<file path="src/rtl/io_pkg.sv">
// -----------------------------------------------------------------------------
// io_pkg
// Shared definitions for the processor I/O port peripherals (IN/OUT paths).
//   IO_WIDTH       : width of one port byte
//   OUT_FIFO_DEPTH : default number of queued bytes on the OUT path
//   io_byte_t      : one port byte
// -----------------------------------------------------------------------------
package io_pkg;

    localparam int IO_WIDTH       = 8;
    localparam int OUT_FIFO_DEPTH = 4;

    typedef logic [IO_WIDTH-1:0] io_byte_t;

endpackage

</file>
<file path="src/rtl/sync_fifo.sv">
// -----------------------------------------------------------------------------
// sync_fifo
// Single-clock FIFO with registered storage and a combinational head read.
// The caller is responsible for gating: push only when not full (or when a
// pop happens in the same cycle), pop only when not empty.
//
// Ports:
//   clk    in   system clock, rising edge
//   rst    in   asynchronous active-low reset (pointers and level to 0)
//   push   in   write wdata at the write pointer this cycle
//   pop    in   advance the read pointer this cycle
//   wdata  in   WIDTH  data to write
//   rdata  out  WIDTH  head entry (mem[rd_ptr])
//   level  out  occupancy 0..DEPTH
//   full   out  level == DEPTH
//   empty  out  level == 0
// -----------------------------------------------------------------------------
module sync_fifo
    import io_pkg::*;
#(
    parameter int WIDTH = IO_WIDTH,
    parameter int DEPTH = OUT_FIFO_DEPTH
) (
    input  logic                     clk,
    input  logic                     rst,
    input  logic                     push,
    input  logic                     pop,
    input  logic [WIDTH-1:0]         wdata,
    output logic [WIDTH-1:0]         rdata,
    output logic [$clog2(DEPTH):0]   level,
    output logic                     full,
    output logic                     empty
);

    localparam int PW = $clog2(DEPTH);
    localparam int LW = PW + 1;

    logic [WIDTH-1:0] mem [DEPTH];
    logic [PW-1:0]    wr_ptr;
    logic [PW-1:0]    rd_ptr;

    // Storage carries no reset; stale contents are never visible because the
    // head is only meaningful while the FIFO is non-empty.
    always_ff @(posedge clk) begin
        if (push) begin
            mem[wr_ptr] <= wdata;
        end
    end

    // Pointers wrap naturally since DEPTH is a power of two. The level counter
    // is kept separately so full and empty never need pointer comparison.
    always_ff @(posedge clk or negedge rst) begin
        if (!rst) begin
            wr_ptr <= '0;
            rd_ptr <= '0;
            level  <= '0;
        end else begin
            if (push) begin
                wr_ptr <= wr_ptr + 1'b1;
            end
            if (pop) begin
                rd_ptr <= rd_ptr + 1'b1;
            end
            case ({push, pop})
                2'b10:   level <= level + 1'b1;
                2'b01:   level <= level - 1'b1;
                default: level <= level;
            endcase
        end
    end

    assign rdata = mem[rd_ptr];
    assign full  = (level == LW'(DEPTH));
    assign empty = (level == '0);

endmodule

</file>
<file path="src/rtl/out_port_buffer.sv">
// -----------------------------------------------------------------------------
// out_port_buffer
// Output-side peripheral for the OUT instruction. Bytes retired at write-back
// are queued in a small FIFO and drained to an external device over a
// valid/ready handshake. A mirror of the last accepted byte is kept for debug
// and LED-style observation.
//
// Optional feature macro: OUT_PORT_OVF_EN
//   defined   -> 'overflow' output exists; sticky flag set on any dropped write
//   undefined -> no overflow port or register; dropped writes are silent
//
// Ports:
//   clk        in   system clock, rising edge
//   rst        in   asynchronous active-low reset
//   out_we     in   one-cycle strobe when an OUT instruction retires
//   out_data   in   WIDTH  byte written by the OUT instruction
//   out_full   out  FIFO full; used by the processor to stall the next OUT
//   dev_valid  out  head entry available to the device
//   dev_data   out  WIDTH  head entry (0 while empty)
//   dev_ready  in   device accepts the head entry this cycle
//   last_out   out  WIDTH  most recently accepted out_data
//   level      out  current occupancy 0..DEPTH
//   overflow   out  sticky drop flag (only with OUT_PORT_OVF_EN)
// -----------------------------------------------------------------------------
module out_port_buffer
    import io_pkg::*;
#(
    parameter int WIDTH = IO_WIDTH,
    parameter int DEPTH = OUT_FIFO_DEPTH
) (
    input  logic                     clk,
    input  logic                     rst,
    input  logic                     out_we,
    input  logic [WIDTH-1:0]         out_data,
    output logic                     out_full,
    output logic                     dev_valid,
    output logic [WIDTH-1:0]         dev_data,
    input  logic                     dev_ready,
    output logic [WIDTH-1:0]         last_out,
    output logic [$clog2(DEPTH):0]   level
`ifdef OUT_PORT_OVF_EN
    ,
    output logic                     overflow
`endif
);

    logic             fifo_full;
    logic             fifo_empty;
    logic [WIDTH-1:0] fifo_rdata;
    logic             push;
    logic             pop;

    // A pop frees a slot in the same cycle, so a write while full is still
    // accepted when the device is draining the head.
    assign pop  = !fifo_empty && dev_ready;
    assign push = out_we && (!fifo_full || pop);

    sync_fifo #(
        .WIDTH (WIDTH),
        .DEPTH (DEPTH)
    ) u_fifo (
        .clk   (clk),
        .rst   (rst),
        .push  (push),
        .pop   (pop),
        .wdata (out_data),
        .rdata (fifo_rdata),
        .level (level),
        .full  (fifo_full),
        .empty (fifo_empty)
    );

    assign out_full  = fifo_full;
    assign dev_valid = !fifo_empty;

    // Storage is not reset, so the head is masked while empty to keep the
    // device bus at 0 after reset and between bursts.
    assign dev_data  = fifo_empty ? '0 : fifo_rdata;

    // Mirror follows only accepted writes; dropped bytes leave it untouched.
    always_ff @(posedge clk or negedge rst) begin
        if (!rst) begin
            last_out <= '0;
        end else if (push) begin
            last_out <= out_data;
        end
    end

`ifdef OUT_PORT_OVF_EN
    logic dropped;

    assign dropped = out_we && !push;

    // Sticky until reset so software can detect any loss since power-up.
    always_ff @(posedge clk or negedge rst) begin
        if (!rst) begin
            overflow <= 1'b0;
        end else if (dropped) begin
            overflow <= 1'b1;
        end
    end
`endif

endmodule

</file>
<file path="config.mk">
export PLATFORM = sky130hd
export DESIGN_NAME = out_port_buffer
export DESIGN_NICKNAME = d
export VERILOG_FILES = /design/src/rtl/io_pkg.sv /design/src/rtl/sync_fifo.sv /design/src/rtl/out_port_buffer.sv
export SDC_FILE = /design/constraint.sdc
export NUM_CORES = 1
export LEC_CHECK = 0
export ABC_AREA = 1
export CORE_UTILIZATION = 30
export CTS_BUF_LIST = sky130_fd_sc_hd__clkbuf_16
export DETAILED_ROUTE_END_ITERATION = 16
export DONT_BUFFER_PORTS = 1
export PLACE_DENSITY_LB_ADDON = 0.25
export SLEW_MARGIN = 20
export SYNTH_ARGS = -nofsm -noshare
export SYNTH_HDL_FRONTEND = slang
export SYNTH_SLANG_ARGS = --single-unit
export TNS_END_PERCENT = 100
</file>
<file path="constraint.sdc">
create_clock -name clk -period 1.8 [get_ports clk]
set_clock_uncertainty 0.2 [all_clocks]
set_input_delay 0.54 -clock clk [delete_from_list [all_inputs] [get_ports clk]]
set_output_delay 0.54 -clock clk [all_outputs]
set_load 0.02 [all_outputs]
</file>
After elaboration in Yosys (flattened, before gate mapping)

Memory sizes are Yosys's and may differ from the RTL's.
Index checks and enable logic that the tools add are counted.

Register bits after elaboration: 15
Bits in latches: 0
Memory bits (writable): 32
ROM bits: 0
Input bits: 12
Output and inout bits: 21
Logic and storage cells: 23
Memories: 1

Memories:

| name       | words | bits a word | read ports | clocked after memory_dff | write ports | RTL line        | source |
|---|---|---|---|---|---|---|---|
| u_fifo.mem | 4     | 8           | 1          | 0                        | 1           | sync_fifo.sv:38 | `logic [WIDTH-1:0] mem [DEPTH];` |

Add/subtract/negate cells: 4
Multiply operators: 0
Div/mod/pow operators: 0
Order comparisons: 0
Eq/ne operators: 3
Shift operators: 0
Multiplexer cells: 4
Bitwise operators: 0
Reductions and logical operators: 7

Operators by type and width:

| operator                                         | number |
|---|---|
| 2-to-1 mux 8 bit                                 | 1 |
| case mux 3 bit (2 select lines)                  | 1 |
| adder 2 x 1 -> 2 bit, second input constant      | 2 |
| adder 3 x 1 -> 3 bit, second input constant      | 1 |
| == test 3 bit, second input constant             | 1 |
| logical NOT 3 bit                                | 1 |
| subtractor 3 x 1 -> 3 bit, second input constant | 1 |
| == test 2 x 1 -> 1 bit, second input constant    | 1 |
| == test 2 bit, second input constant             | 1 |
| logical AND 1 bit                                | 2 |
| logical NOT 1 bit                                | 2 |
| 2-to-1 mux 1 bit                                 | 2 |
| nonzero test 2 bit                               | 1 |
| logical OR 1 bit                                 | 1 |

Depth between registers and ports, before layout

Depth in word-level cells: 7
Gate-level depth with buffers: 12

Modules after synthesis

From an unflattened synthesis, not the netlist that was laid out.

Cell total of the unflattened synthesis: 198
Area total of the unflattened synthesis: 2133.3 sq um

Modules (own cells, without submodules):

| module          | times used | cells an instance | area each (sq um) | seq. area each (sq um) |
|---|---|---|---|---|
| sync_fifo       | 1          | 142               | 1709.1            | 1136.1 |
| out_port_buffer | 1          | 56                | 424.2             | 200.2 |

Worst setup path before layout

Ideal clock, no wire load.

Kind: reg2reg
From: register u_fifo.level[0]
To: register u_fifo.level[2]
Library setup time: 0.117 ns
Arrival: 1.818 ns
Required time: 1.483 ns
Path slack: -0.336 ns
Stages on the path, launching flop included: 12
Buffers on the path: 0
Period minus slack after synthesis: 2.136 ns
Cell sequence: dfrtp_1 -> nor2_2 -> nand2_1 -> nand2_1 -> inv_1 -> ha_1 -> inv_1 -> fa_1 -> nand2_1 -> nand3_1 -> nand2_1 -> nand2_1

Cells in the longest elaborated chain, start to end: 7
Elaborated cells between the ends (all ways): 13
Classes of those cells: add/sub (2); eq/ne (3); mux (1); reduce/logical (7)

Ends and longest elaborated chain:

| element                                                               | RTL line              | source |
|---|---|---|
| from (decl)                                                           | sync_fifo.sv:30       | `output logic [$clog2(DEPTH):0] level,` |
| from (signal assigned)                                                | sync_fifo.sv:65       | `2'b10: level <= level + 1'b1;` |
| from (signal assigned)                                                | sync_fifo.sv:66       | `2'b01: level <= level - 1'b1;` |
| from (signal assigned)                                                | sync_fifo.sv:67       | `default: level <= level;` |
| logical NOT 3 bit *                                                   | sync_fifo.sv:74       | `assign empty = (level == '0);` |
| logical NOT 1 bit *                                                   | n/a                   |  |
| net dev_valid                                                         | out_port_buffer.sv:36 | `output logic dev_valid,` |
| logical AND 1 bit *                                                   | out_port_buffer.sv:55 | `assign pop = !fifo_empty && dev_ready;` |
| net pop                                                               | out_port_buffer.sv:51 | `logic pop;` |
| logical OR 1 bit                                                      | out_port_buffer.sv:56 | `assign push = out_we && (!fifo_full \|\| pop);` |
| logical AND 1 bit                                                     | out_port_buffer.sv:56 |  |
| == test 2 x 1 -> 1 bit or == test 2 bit (tied branches)               | sync_fifo.sv:64       | `case ({push, pop})` |
| case mux 3 bit (2 select lines) or nonzero test 2 bit (tied branches) | n/a                   |  |

Mark *: on every way through the listed nets, which the timed path passes. The rest lies on a longest branch.
A chain may end at the register's enable or synchronous reset.

Worst setup path in the final report

From: register u_fifo.rd_ptr[0]
To: output dev_data[3]

Cells in the longest elaborated chain, start to end: 2

Ends and longest elaborated chain:

| element                 | RTL line              | source |
|---|---|---|
| from (decl)             | sync_fifo.sv:40       | `logic [PW-1:0] rd_ptr;` |
| from (signal assigned)  | sync_fifo.sv:62       | `rd_ptr <= rd_ptr + 1'b1;` |
| memory read (4 x 8 bit) | n/a                   |  |
| 2-to-1 mux 8 bit        | out_port_buffer.sv:78 | `assign dev_data = fifo_empty ? '0 : fifo_rdata;` |
| to (decl)               | out_port_buffer.sv:37 | `output logic [WIDTH-1:0] dev_data,` |

No other way between the ends.

==> metrics.md <==
| Metric | Value |
|---|---|
| Run status | `finished with violations` |
| Failing checks | `setup timing` |
| CTS tree | `built` |
| Critical path, cell by cell | `buf_6 > nand2_2 > nand3_2 > a21oi_2 > buf_6` |
| Gr ovfl total | `0` |
| Post-synth top area cell | `edfxtp_1` |
| Final Core Density | `42.7%` |
| ANT nets after route | `0` |
| Antenna violations before repair | `0` |
| Crit. End Element | `output pin` |
| Hold Crit Class | `input port to register` |
| Synth top area share | `44.6%` |
| Leak | `1.33 nW` |
| Longest Clk Path Bufs | `2` |
| Die area | `7520 um2` |
| Most frequent CP cell | `buf_6` |
| # IOs | `33` |
| Placeable core area | `6870 um2` |
| Vias in the first global route | `1443` |
| YS warnings | `0` |
| Worst-path clk slew | `0.06 ns` |
| Via count | `1458` |
| DP HPWL | `3.04 mm` |
| Vias/cell | `4.20` |
| Area after DPL | `2500 um2` |
| Tot GR Track Use | `13.8%` |
| Final min period | `2.04 ns` |
| Net count after synthesis | `238` |
| Starting density of the core | `31.3%` |
| Critical setup path kind | `register to output pin` |
| Worst vdd ir | `0.600 mV` |
| Largest net degree at the start of global routing | `18` |
| Final net count | `268` |
| # fillers | `642` |
| Fraction of layout cells with a size suffix above 1 | `37.8%` |
| Total Power | `5.08 mW` |
| Placed cells | `335` |
| Fmax | `489 MHz` |
| Post-synthesis sequential area ratio | `62.1%` |
| Setup Total Neg Slack | `-2.26 ns` |
| N_diodes | `0` |
| Fin cells | `347` |
| Max Transition Viols Final | `0` |
| Actual slew at the worst max-slew pin | `0.722 ns` |
| Die Ht | `86.7 um` |
| Post-route cell area | `2930 um2` |
| Max-cap violations | `0` |
| Drt first pass iters | `4` |
| Syn Area/Cell | `9.79 um2` |
| Crit path required time | `1.06 ns` |
| DRT Wirelength | `4.71 mm` |
| I/O Buffers | `0` |
| Crit-path max cell delay | `0.46 ns` |
| Power Density | `1730 nW/um2` |
| Relative slew margins | `51.7%` |
| Worst Slack Setup Final | `-0.244 ns` |
| Synth area leaders | `edfxtp_1 (45%), dfrtp_1 (17%), nand2_1 (11%)` |
| Startpoint types | `register` |
| P&R area growth vs syn | `36.2%` |
| First-pass GRT wire length | `7.54 mm` |
| Die width | `86.7 um` |
| Residual DRC | `0` |
| Slowest CP cell | `dfrtp_2` |
| CTS root buffer | `clkbuf_16` |
| RePlAce Congestion | `0.704` |
| Clk_lat worst skew | `0.28 ns` |
| WP data arrival | `1.30 ns` |
| Cts bufs inserted | `5` |
| Row cnt | `30` |
| Yosys cell types | `21` |
| Final setup vio count | `12` |
| Final Cycle Share | `114%` |
| Smallest hold slack | `0.151 ns` |
| Seq cells post-synth | `47` |
| Final hold violation count | `0` |
| Clk sinks | `47` |
| Initial DRC Count | `57` |
| Largest fanout on the critical path | `5` |
| Unrepaired setup endpoints after global routing | `yes` |
| Syn Std Cell Area | `2150 um2` |
| Dpl ws | `-0.0587 ns` |
| H-tree depth | `2` |
| Post-Syn Instances | `220` |
| DR WL/cell | `13.6 um` |
-- placed cells by master, fill, tap and decap left out --
cell / instances
nand2_1: 46
inv_1: 44
edfxtp_1: 32
nand3_2: 16
nand2_2: 14
buf_4: 14
buf_6: 13
nand3_1: 11
dfrtp_1: 11
clkbuf_16: 6
a21oi_2: 5
nand2_4: 4
ha_1: 4
dfrtp_2: 4
inv_2: 3
inv_6: 3
a21oi_4: 3
nor2_2: 2
nor2_1: 2
xnor2_1: 2
buf_12: 2
nor2_4: 1
nor3_4: 1
nand3_4: 1
o21ai_2: 1
o21ai_0: 1
nand4_1: 1
fa_2: 1
ha_4: 1
clkinv_1: 1
dlygate4sd3_1: 1
-- area by class of cell --
class,count,area (um2),share of cell area (%)
clock buffers,6,150,5.12
clock inverters,2,12.5,0.427
inverters,49,194,6.61
multi-input cells,117,813,27.7
flip-flops and latches,47,1340,45.7
well taps,96,120,4.10
repair buffers,30,302,10.3
-- final timing paths --
check | from | to | slack (ns) | cells after the start
max | u_fifo.rd_ptr[0] | dev_data[3] | -0.24 | 5
min | out_data[5] | u_fifo.mem[1][5] | 0.15 | 0
max reg2reg | u_fifo.level[0] | u_fifo.level[2] | -0.15 | 11
min reg2reg | u_fifo.wr_ptr[0] | u_fifo.wr_ptr[0] | 0.34 | 2
max in group asynchronous | rst | u_fifo.rd_ptr[0] | 0.34 | 1
min in group asynchronous | rst | last_out[0] | 0.56 | 1
-- cell usage after synthesis --
library cell / count
nand2_1: 63
o21ai_0: 2
nor2_1: 4
nand4_1: 1
buf_4: 1
buf_1: 1
nor3_1: 1
ha_1: 5
fa_1: 1
buf_2: 2
edfxtp_1: 32
nand2_4: 1
nor2_2: 1
nand3_1: 27
buf_6: 3
nand3_2: 1
xnor2_1: 2
a21oi_1: 8
dfrtp_1: 15
inv_4: 1
inv_1: 48
-- state kept, by name (all words and copies together), names as in the netlist --
name / count
u_fifo.level: 3
u_fifo.rd_ptr: 2
u_fifo.mem: 32
u_fifo.wr_ptr: 2
last_out: 8
-- cells by family (layout without fill, tap and decap cells) --
kind of cell,Yosys count,after routing,synth area share [%]
adders and majority gates,6,6,3.84
AOI/OAI and AO/OA,10,10,2.32
and+or+nand+nor,99,99,19.8
xor gates and xnor gates,2,2,0.814
buffers and inverters,56,87,11.2
DFF,47,47,62.1
-- critical path, delay by kind of cell, from the launching register on --
family,cells,cell delay [ns]
buf+inv,2,0.29
compound gates,1,0.15
flops,1,0.46
simple gates,2,0.12
-- metal layers --
| metal | GRT usage (%) | wire length [um] | vias up |
|---|---|---|---|
| met5 | 0 | 0 | - |
| met3 | 4.29 | 245 | 5 |
| met4 | 5.45 | 84 | 0 |
| met1 | 16.1 | 2020 | 677 |
| li1 | - | - | 745 |
| met2 | 23.8 | 2360 | 31 |
-- what timing repair did --
action / in CTS / in global routing
hold buffers: 1 / 0
hold endpoints to repair: 15 / 0
gates cloned: 1 / 0
endpoints found under the setup margin: 12 / 44
pin swaps: 13 / 26
gates resized for setup: 23 / 42
setup buffers: 4 / 0
-- power by group --
part | switching (mW) | total, mW | leakage, nW | internal (mW)
registers | 0.181 | 1.60 | 0.471 | 1.42
clock network | 0.373 | 0.971 | 0.0800 | 0.598
logic | 1.43 | 2.51 | 0.782 | 1.08
total | 1.98 | 5.08 | 1.33 | 3.10
No activity file was read; power rests on OpenSTA's default activity.
